$ cat src/rtl/mandel_sched.sv
// Slot scheduler for a fixed-latency, non-stallable Mandelbrot iteration pipeline.
// A LAT-deep shadow ring tracks which pixel owns each datapath slot and recirculates z until it finishes.
module mandel_sched #(
  parameter int LAT      = 19,
  parameter int ID_W     = 16,
  parameter int ITER_W   = 16,
  parameter int MAX_ITER = 255
) (
  input  logic                       clock,
  input  logic                       rst_n,
  input  logic                       in_valid,
  output logic                       in_ready,
  input  logic [31:0]                in_x0,
  input  logic [31:0]                in_y0,
  input  logic [ID_W-1:0]            in_id,
  output logic [31:0]                dp_x0,
  output logic [31:0]                dp_y0,
  output logic [31:0]                dp_xn,
  output logic [31:0]                dp_yn,
  input  logic [31:0]                dp_xn1,
  input  logic [31:0]                dp_yn1,
  output logic                       out_valid,
  input  logic                       out_ready,
  output logic [ID_W-1:0]            out_id,
  output logic [ITER_W-1:0]          out_iter,
  output logic                       out_escaped,
  output logic [$clog2(LAT+1)-1:0]   inflight,
  output logic                       busy
);

  localparam int CNT_W = $clog2(LAT+1);

  typedef struct packed {
    logic [ID_W-1:0]   id;
    logic [ITER_W-1:0] iter;
    logic              esc;
    logic [31:0]       x0;
    logic [31:0]       y0;
  } pay_t;

  // Ring state: control bits are reset, payload is not.
  logic [LAT-1:0]    vld_q, hold_q;
  pay_t              pay_q [LAT];

  logic [31:0]       dp_x0_q, dp_y0_q, dp_xn_q, dp_yn_q;
  logic              out_valid_q, out_esc_q;
  logic [ID_W-1:0]   out_id_q;
  logic [ITER_W-1:0] out_iter_q;
  logic [CNT_W-1:0]  inflight_q, inflight_d;

  logic              head_vld, head_hold;
  pay_t              head;
  logic              esc, done, out_free, slot_free, accept, retire;
  logic [ITER_W-1:0] iter_inc, ret_iter;
  logic              ret_esc;
  logic              iss_vld, iss_hold;
  pay_t              iss_pay;
  logic [31:0]       iss_xn, iss_yn;

  // Head decision: exactly one of CONTINUE / RETIRE / HOLD / re-HOLD, then ACCEPT or bubble into a free slot.
  always_comb begin
    // NOTE: every variable gets a default before any branch so no latch can be inferred.
    head_vld  = vld_q[LAT-1];
    head_hold = hold_q[LAT-1];
    head      = pay_q[LAT-1];
    esc       = (dp_xn1[30:23] >= 8'd128) || (dp_yn1[30:23] >= 8'd128);
    iter_inc  = head.iter + 1'b1;
    out_free  = !out_valid_q || out_ready;
    done      = 1'b0;
    retire    = 1'b0;
    ret_iter  = '0;
    ret_esc   = 1'b0;
    iss_vld   = 1'b0;
    iss_hold  = 1'b0;
    iss_pay   = '0;
    iss_xn    = '0;
    iss_yn    = '0;

    if (head_vld) begin
      if (!head_hold) begin
        done = esc || (iter_inc == ITER_W'(MAX_ITER));
        if (!done) begin
          iss_vld      = 1'b1;
          iss_pay      = head;
          iss_pay.iter = iter_inc;
          iss_pay.esc  = 1'b0;
          iss_xn       = dp_xn1;
          iss_yn       = dp_yn1;
        end else if (out_free) begin
          retire   = 1'b1;
          ret_iter = iter_inc;
          ret_esc  = esc;
        end else begin
          iss_vld      = 1'b1;
          iss_hold     = 1'b1;
          iss_pay      = head;
          iss_pay.iter = iter_inc;
          iss_pay.esc  = esc;
        end
      end else if (out_free) begin
        // Held entries carry their final result; the datapath output is garbage here.
        retire   = 1'b1;
        ret_iter = head.iter;
        ret_esc  = head.esc;
      end else begin
        iss_vld  = 1'b1;
        iss_hold = 1'b1;
        iss_pay  = head;
      end
    end

    slot_free = !head_vld || retire;
    accept    = slot_free && in_valid;
    if (accept) begin
      iss_vld      = 1'b1;
      iss_hold     = 1'b0;
      iss_pay.id   = in_id;
      iss_pay.iter = '0;
      iss_pay.esc  = 1'b0;
      iss_pay.x0   = in_x0;
      iss_pay.y0   = in_y0;
      iss_xn       = '0;
      iss_yn       = '0;
    end

    inflight_d = inflight_q;
    if (accept && !retire)      inflight_d = inflight_q + 1'b1;
    else if (retire && !accept) inflight_d = inflight_q - 1'b1;
  end

  always_ff @(posedge clock or negedge rst_n) begin
    if (!rst_n) begin
      vld_q       <= '0;
      hold_q      <= '0;
      dp_x0_q     <= '0;
      dp_y0_q     <= '0;
      dp_xn_q     <= '0;
      dp_yn_q     <= '0;
      out_valid_q <= 1'b0;
      out_id_q    <= '0;
      out_iter_q  <= '0;
      out_esc_q   <= 1'b0;
      inflight_q  <= '0;
    end else begin
      vld_q      <= {vld_q[LAT-2:0], iss_vld};
      hold_q     <= {hold_q[LAT-2:0], iss_hold};
      dp_x0_q    <= iss_pay.x0;
      dp_y0_q    <= iss_pay.y0;
      dp_xn_q    <= iss_xn;
      dp_yn_q    <= iss_yn;
      inflight_q <= inflight_d;
      // A retire in the same cycle as a drain reloads directly, leaving no bubble.
      if (retire) begin
        out_valid_q <= 1'b1;
        out_id_q    <= head.id;
        out_iter_q  <= ret_iter;
        out_esc_q   <= ret_esc;
      end else if (out_valid_q && out_ready) begin
        out_valid_q <= 1'b0;
      end
    end
  end

  // NOTE: payload storage is deliberately left out of reset; vld_q alone decides whether it is meaningful.
  always_ff @(posedge clock) begin
    pay_q[0] <= iss_pay;
    for (int i = 1; i < LAT; i++) pay_q[i] <= pay_q[i-1];
  end

  assign in_ready    = slot_free;
  assign dp_x0       = dp_x0_q;
  assign dp_y0       = dp_y0_q;
  assign dp_xn       = dp_xn_q;
  assign dp_yn       = dp_yn_q;
  assign out_valid   = out_valid_q;
  assign out_id      = out_id_q;
  assign out_iter    = out_iter_q;
  assign out_escaped = out_esc_q;
  assign inflight    = inflight_q;
  assign busy        = (inflight_q != '0) || out_valid_q;

endmodule

$ cat config.mk
export PLATFORM = sky130hd
export DESIGN_NAME = mandel_sched
export DESIGN_NICKNAME = d
export VERILOG_FILES = /design/src/rtl/mandel_sched.sv
export SDC_FILE = /design/constraint.sdc
export NUM_CORES = 1
export LEC_CHECK = 0
export ABC_AREA = 0
export BUFFER_PORTS_ARGS = -buffer_cell sky130_fd_sc_hd__clkbuf_2
export CORE_MARGIN = 4
export CORE_UTILIZATION = 35
export CTS_CLUSTER_DIAMETER = 150
export DETAILED_ROUTE_END_ITERATION = 6
export HOLD_SLACK_MARGIN = 0.02
export PLACE_DENSITY = 0.53
export SETUP_SLACK_MARGIN = 0.2
export SLEW_MARGIN = 20
export SYNTH_ARGS = -nofsm -noshare
export SYNTH_HDL_FRONTEND = slang
export SYNTH_SLANG_ARGS = --single-unit
export TNS_END_PERCENT = 20
$ cat constraint.sdc
create_clock -name clock -period 3.67 [get_ports clock]
set_clock_uncertainty 0.2 [all_clocks]
set_input_delay 0.5505 -clock clock [delete_from_list [all_inputs] [get_ports clock]]
set_output_delay 0.5505 -clock clock [all_outputs]
set_load 0.01 [all_outputs]
**After elaboration in Yosys (flattened, before gate mapping)**

Memory sizes are Yosys's and may differ from the RTL's.
Cells that the tools add are included.

- Flip-flop bits (word level): 205
- Latch bits: 0
- Bits in writable memories: 1843
- Bits in read-only memories: 0
- Input bits: 148
- Output and inout port bits: 169
- Word-level logic and storage cells: 75
- Memories kept: 1

Memories:

| memory | words | bits a word | read ports | clocked after Yosys merged registers in | write ports | line | source |
|---|---|---|---|---|---|---|---|
| pay_q | 19 | 97 | 19 | 0 | 19 | 43 | `pay_t pay_q [LAT];` |

- $add $sub $neg: 3
- $mul: 0
- Divide/modulo/power cells: 0
- Magnitude comparators: 2
- Equal/unequal tests: 1
- Shift-type cells: 0
- Multiplexer cells: 41
- Bitwise operators: 0
- Reduce and logical (&&, ||, !) cells: 16

Operator list:

| cell | number |
|---|---|
| two-way mux 97 bit | 6 |
| two-way mux 32 bit | 8 |
| two-way mux 16 bit | 5 |
| two-way mux 1 bit | 20 |
| adder 16 x 1 -> 16 bit (second input constant) | 1 |
| == test 16 x 8 -> 1 bit (second input constant) | 1 |
| greater-or-equal comparator 8 bit (second input constant) | 2 |
| two-way mux 5 bit | 2 |
| adder 5 x 1 -> 5 bit (second input constant) | 1 |
| logical OR 1 bit | 5 |
| nonzero test 5 bit | 1 |
| subtractor 5 x 1 -> 5 bit (second input constant) | 1 |
| logical AND 1 bit | 4 |
| logical NOT 1 bit | 4 |
| nonzero test 2 bit | 2 |

**Depth between registers and ports, before layout**

Gate-level depths: netlist (run 1).

- Depth in word-level cells: 12
- Depth in mapped cells: 11
- Depth with buffers taken out: 9

**Worst setup path before layout (run 1)**

OpenSTA, ideal clock, no wires.

- Kind: register to output
- Start point: memory pay_q[18][67] (netlist bit)
- End point: output port in_ready
- Arrival time: 2.581 ns
- Required time: 2.919 ns
- Path slack: 0.339 ns
- Stages on the path, launching flop included: 10
- Path buffers: 3
- Cell sequence: dfxtp_1 > clkbuf_2 > nand4_1 > or4_1 > a211o_1 > a2111oi_4 > o31ai_2 > clkbuf_1 > buf_2 > inv_1

RTL lines:

| element | line | source |
|---|---|---|
| start: declaration | 43 |  |
| end: declaration | 12 | `output logic in_ready,` |

==> flow_metrics.env, run 1 <==
export IMPL_most_numerous_cell_in_the_yosys_netlist="dfxtp_1"
export IMPL_die_h_um=368
export IMPL_avgViaCountPerCell=3.76
export IMPL_critPathTopFamily="compound AO/OA/AOI/OAI gates"
export IMPL_antenna_found_initial=3
export IMPL_grt_overflow_total=0
export IMPL_clk_path_buf_depth=3
export IMPL_globalplace_congestion=0.796
export IMPL_timing_worst_setup_path_type="reg2out"
export IMPL_yosysTopAreaCell="dfxtp_1"
export IMPL_placed_cell_area_um2=49000
export IMPL_worstMarginPinSlew_ns=1.03
export IMPL_finalHoldViolations=0
export IMPL_layout_area_overhead_vs_synth_pct=27.2
export IMPL_hold_class="reg2reg"
export IMPL_fp_dieArea_um2=135000
export IMPL_timing_critical_path_mode_cell="buf_6"
export IMPL_cts_tree="yes"
export IMPL_die_width_um=368
export IMPL_clock_sinks=2048
export IMPL_core_um2=128000
export IMPL_post_synth_most_frequent_cells="dfxtp_1 (1843), dfrtp_1 (205), nand2_1 (195)"
export IMPL_post_synth_xor_area_fraction=0.00271
export IMPL_syn_inst=2650
export IMPL_post_synth_num_cell_types=62
export IMPL_drt_total_wl_um=67200
export IMPL_final_seq_area_um2=42100
export IMPL_finish_utilization=0.450
export IMPL_fp_row_count=131
export IMPL_cts_htree_levels=4
export IMPL_dr_pass1_iters=4
export IMPL_slew_limit_headroom=0.311
export IMPL_synth_top_family_by_area="simple AND/OR/NAND/NOR gates"
export IMPL_post_synthesis_cell_area_um2=45300
export IMPL_multiInputGateArea_um2=3110
export IMPL_period_share=0.985
export IMPL_p_per_area_nw_per_um2=789
export IMPL_synth_compound_area_share=0.0208
export IMPL_avgSynthCellArea_um2=17.1
export IMPL_worst_endpoint_arrival_ns=2.86
export IMPL_stdcell_area_um2=57600
export IMPL_ys_async_sr_fraction=0.100
export IMPL_timing_critical_path_cells="nand3_4 -> or4_4 -> a211o_1 -> a2111oi_4 -> buf_6 -> o31ai_4 -> inv_2 -> buf_6"
export IMPL_root_buffer="clkbuf_16"
export IMPL_kind_of_capture_point_of_the_worst_setup_path="output port"
export IMPL_start_kind="register"
export IMPL_fill_cells=11200
export IMPL_synth_seq_area_share=0.928
export IMPL_run_status="finished clean"
export IMPL_drc=0
export IMPL_edff_count_synth=0
export IMPL_grt_total_usage=0.0993
export IMPL_start_util=0.354
export IMPL_cp_slowest_stage_delay_ns=0.54
export IMPL_number_of_buffers_created_by_cts=187
export IMPL_cts_reportedPaths_clkPinSlew_ns=0.06
export IMPL_post_synth_fa_ha_maj_area_fraction=0.00182
export IMPL_grt_first_pass_wirelength_um=105000
export IMPL_drive_gt1_frac=0.212
export IMPL_critical_path_slowest_cell="or4_4"
export IMPL_yosys_top_cells_area="dfxtp_1 (82%), dfrtp_1 (11%), nand2_1 (1.6%)"
export IMPL_rsz_0062_raised_after_global_routing="true"
export IMPL_fmax_mhz=277
export IMPL_critical_path_buf_inv_count=3
export IMPL_ant_nets=0
export IMPL_number_of_synthesized_register_bits=2048
export IMPL_p_leak_uw=0.0246
export IMPL_nNetsFinal=3453
export IMPL_report_final_setup_viol=0
export IMPL_vdd_ir_drop_worst_mv=0.461
export IMPL_ys_warn_count=0
export IMPL_dominantRegCellSynth="dfxtp_1"
export IMPL_synth_largest_type_area_fraction=0.815
export IMPL_clock_latency_ns=0.77
export IMPL_worst_endpoint_required_ns=2.92
export IMPL_fin_setup_tns_ns=0
export IMPL_io_buffers=316
export IMPL_post_route_min_period_ns=3.61
export IMPL_worstPathMaxFanout=4
export IMPL_routedWlPerCell_um=12.9
export IMPL_largest_net_degree_at_the_start_of_global_routing=146
export IMPL_max_cap_violations=0
export IMPL_synth_simple_gate_area_frac=0.0346
export IMPL_pin_count=317
export IMPL_route_vias_total=19500
export IMPL_drtIter0Drc=953
export IMPL_hpwl_after_detailed_placement_um=37500
export IMPL_drv_slew=0
export IMPL_number_of_global_route_vias_before_repair=19400
export IMPL_yosys_mux_area_fraction=0.00611
[placed cells by master (no fill, tap or decap), drive strengths merged, types with 9 or more instances in the layout]
cell,n
dfrtp,205
o21ai,99
a21oi,11
buf,46
xnor2,9
nand2,195
nor2,24
nand3,17
bufinv,10
dlygate4sd3,155
and2,66
clkbuf,597
inv,12
dfxtp,1843
mux2,21
clkinv,47
[cell type report]
class	instances	share of cell area
antenna	4	0.000174
clock buffer	284	0.0985
clock inverter	70	0.0171
inverter	4	0.000261
multi-input combinational	544	0.0541
sequential	2048	0.731
tap	1729	0.0376
timing repair buffer	514	0.0614
[stage by stage]
step | cells | total power, µW | hold WS, ns | worst slack, ns
2_1_floorplan | 2651 | 25400 | 0.0549 | 0.339
3_3_place_gp | 4656 | 26000 | 0.110 | 0.240
3_5_place_dp | 4656 | 26100 | 0.112 | 0.184
4_1_cts | 5183 | 46100 | 0.0742 | -0.0615
5_1_grt | 5193 | 47300 | 0.0781 | -0.0829
6_report | 5197 | 45400 | 0.0791 | 0.0559
[routing by layer]
layer	GRT usage	share of wire
met1	0.137	0.49
met2	0.143	0.42
met3	0.0315	0.056
met4	0.0427	0.033
met5	0	0.00019
[power breakdown]
part	total (µW)	leakage [µW]	switching (µW)	internal [µW]
sequential	24600	0.0179	502	24100
combinational	1090	0.00340	597	491
clock	19700	0.00325	8170	11500
[sequential cells by signal, indices dropped and copies added, names as in the netlist]
name,count
pay_q,1843
dp_x0,32
dp_xn,32
dp_y0,32
dp_yn,32
hold_q,19
vld_q,19
out_id,16
out_iter,16
inflight,5
out_escaped,1
out_valid,1
[cells by family after synthesis]
group / count (synthesis)
mux: 25
buf+inv: 60
flops: 2048
other cells: 1
simple gates: 341
fa+ha+maj: 6
compound gates: 155
xor+xnor: 14
[worst register-to-register path: cells and delay by family (launching register included)]
kind | cells | cell delay, ns
simple gates | 3 | 1.14
flops | 1 | 0.37
compound gates | 4 | 0.89
buf+inv | 3 | 0.56
[worst paths after layout]
kind | startpoint | to | slack [ns] | cells past startpoint
worst max-delay path | pay_q[18][71] | in_ready | 0.06 | 8
worst min-delay path | pay_q[4][20] | pay_q[5][20] | 0.08 | 0
worst max register to register | pay_q[18][71] | dp_y0[15] | 0.31 | 10
worst min register to register | pay_q[4][20] | pay_q[5][20] | 0.08 | 0
max in group asynchronous | rst_n | dp_y0[26] | 2.32 | 3
min in group asynchronous | rst_n | dp_yn[30] | 0.14 | 2
[repair_timing]
item / 4_1_cts / 5_1_grt
gates cloned: 0 / 1
hold buffers: 155 / 0
setup endpoints to repair: 38 / 99
buffers inserted: 18 / 9
pin swaps: 8 / 7
endpoints found under the hold margin: 331 / 0
resized for setup: 40 / 10
Power figures use the tool's default switching activity.
==> run 2: changes to the inputs <==
GPL_TIMING_DRIVEN = 0   (was unset)
==> run 2 against run 1 <==
Effect of this change: the run now ends with negative setup slack left; critical path depth grew 3; maximum frequency shrank 9.8%; via count grew 1.4%.
==> flow_metrics.env, run 2 (same netlist as run 1, synthesis figures left out) <==
export IMPL_drc=0
export IMPL_clock_sinks=2048
export IMPL_drt_total_wl_um=69900
export IMPL_die_width_um=368
export IMPL_core_um2=128000
export IMPL_slew_limit_headroom=0.321
export IMPL_dr_pass1_iters=5
export IMPL_worst_endpoint_arrival_ns=3.25
export IMPL_regMostFlops="pay_q"
export IMPL_avgViaCountPerCell=3.79
export IMPL_wl_met2_um=29700
export IMPL_route_vias_total=19800
export IMPL_worst_hold_slack_ns=0.0865
export IMPL_globalplace_congestion=0.822
export IMPL_number_of_flip_flops_under_the_largest_register_name=1843
export IMPL_pin_count=317
export IMPL_antenna_found_initial=8
export IMPL_grt_first_pass_wirelength_um=109000
export IMPL_dp_worst_setup_slack_ns=-0.872
export IMPL_drive_gt1_frac=0.221
export IMPL_timing_worst_setup_path_type="reg2out"
export IMPL_report_final_setup_viol=1
export IMPL_number_of_buffers_created_by_cts=186
export IMPL_ant_nets=0
export IMPL_start_kind="register"
export IMPL_kind_of_capture_point_of_the_worst_setup_path="output port"
export IMPL_worstPathMaxFanout=8
export IMPL_drv_slew=0
export IMPL_die_h_um=368
export IMPL_finalHoldViolations=0
export IMPL_rsz_0062_raised_after_global_routing="true"
export IMPL_worst_endpoint_required_ns=2.92
export IMPL_cts_htree_levels=4
export IMPL_p_per_area_nw_per_um2=782
export IMPL_clk_path_buf_depth=3
export IMPL_number_of_global_route_vias_before_repair=20000
export IMPL_period_share=1.09
export IMPL_holdPathStages=0
export IMPL_largest_net_degree_at_the_start_of_global_routing=77
export IMPL_io_buffers=316
export IMPL_wl_met3_um=3840
export IMPL_finish_utilization=0.451
export IMPL_fp_dieArea_um2=135000
export IMPL_layout_area_overhead_vs_synth_pct=27.6
export IMPL_reg2regPathDepth=11
export IMPL_finalWorstSetupSlack_ns=-0.335
export IMPL_nNetsFinal=3492
export IMPL_clock_latency_ns=0.77
export IMPL_drtIter0Drc=971
export IMPL_hold_class="reg2reg"
export IMPL_violations_in_the_final_reports="negative setup slack"
export IMPL_vdd_ir_drop_worst_mv=0.460
export IMPL_post_route_min_period_ns=4.01
export IMPL_top_signal_layer_used="met5"
export IMPL_hpwl_after_detailed_placement_um=42300
export IMPL_finalPower_uw=45200
export IMPL_max_cap_violations=0
export IMPL_layout_cells_most_common_list="dfxtp_1 (1830), clkbuf_2 (321), dfrtp_1 (205), clkbuf_16 (190), nand2_1 (179)"
export IMPL_grt_total_usage=0.104
export IMPL_fmax_mhz=250
export IMPL_root_buffer="clkbuf_16"
export IMPL_p_leak_uw=0.0247
export IMPL_cts_tree="yes"
export IMPL_wl_met1_um=34100
export IMPL_cts_reportedPaths_clkPinSlew_ns=0.06
export IMPL_worstMarginPinSlew_ns=1.02
export IMPL_start_util=0.354
export IMPL_fp_row_count=131
export IMPL_routedWlPerCell_um=13.4
export IMPL_grt_overflow_total=0
export IMPL_final_common_cell="dfxtp_1"
export IMPL_run_status="finished, violations left"
[run 2: changes by cell type in the layout (fill, tap and decap cells not counted), moves of 4 or more]
| cell | change |
|---|---|
| clkbuf_1 | +31 |
| o21ai_0 | -24 |
| nand2_1 | -16 |
| nand2_2 | +16 |
| o21ai_1 | +12 |
| o21ai_2 | +12 |
| dfxtp_4 | -11 |
| dfxtp_2 | +9 |
| dlygate4sd3_1 | -9 |
| clkbuf_2 | +8 |
| clkbuf_8 | -7 |
| buf_8 | +6 |
| buf_6 | +4 |
[run 2: path summary, 6_finish.rpt]
path,startpoint,to,slack (ns)
hold reg to reg,pay_q[3][14],pay_q[4][14],0.09
setup reg to reg,pay_q[18][78],dp_y0[25],0.25
max in group asynchronous,rst_n,dp_y0[19],2.18
min in group asynchronous,rst_n,dp_x0[31],0.14
setup / recovery,pay_q[18][78],in_ready,-0.34
hold / removal,pay_q[3][14],pay_q[4][14],0.09
[run 2: critical path, stage by stage, from the launching register on]
cell,delay [ns]
dfxtp_2,0.37
buf_8,0.13
nand4_1,0.09
or4_4,0.55
a211o_1,0.34
a2111oi_4,0.31
o31ai_4,0.12
buf_12,0.16
clkbuf_16,0.15
buf_12,0.12
clkinv_8,0.04
buf_8,0.09
[run 2: layer usage]
metal | vias to the layer above | track usage
met5 | - | 0
met4 | 2 | 0.0456
met3 | 180 | 0.0313
met2 | 428 | 0.153
met1 | 9410 | 0.143
li1 | 9795 | -
[run 2: stage by stage]
| step | area, µm² | std cells | TNS, ns |
|---|---|---|---|
| final | 57800 | 5229 | -0.335 |
| after CTS | 57500 | 5216 | -0.364 |
| after floorplan | 45300 | 2651 | 0 |
| after global routing | 57800 | 5228 | -0.461 |
| after global placement | 49000 | 4696 | -921.15 |
| after detailed placement | 49100 | 4700 | -70.53 |
[run 2: repair_timing]
item,CTS,global route
pin swaps,12,6
hold buffers,143,3
gates resized for setup,75,85
hold endpoints to repair,276,6
buffers inserted,24,9
endpoints found under the setup margin,257,97
[run 2: where the power goes]
part	internal [µW]	total [µW]	leakage, µW	switching (µW)
Combinational	528	1230	0.00362	698
Sequential	24100	24600	0.0179	448
Clock	11300	19400	0.00317	8120
[run 2: layout make-up]
type                       instances  area [µm²]
multi-input combinational        543        3190
antenna                            1        2.50
clock inverter                    70         970
buffer                            56         417
clock buffer                     279        5520
tap                             1729        2160
timing repair buffer             499        3420
inverter                           4        27.5
sequential                      2048       42000
fill                           11200       70300
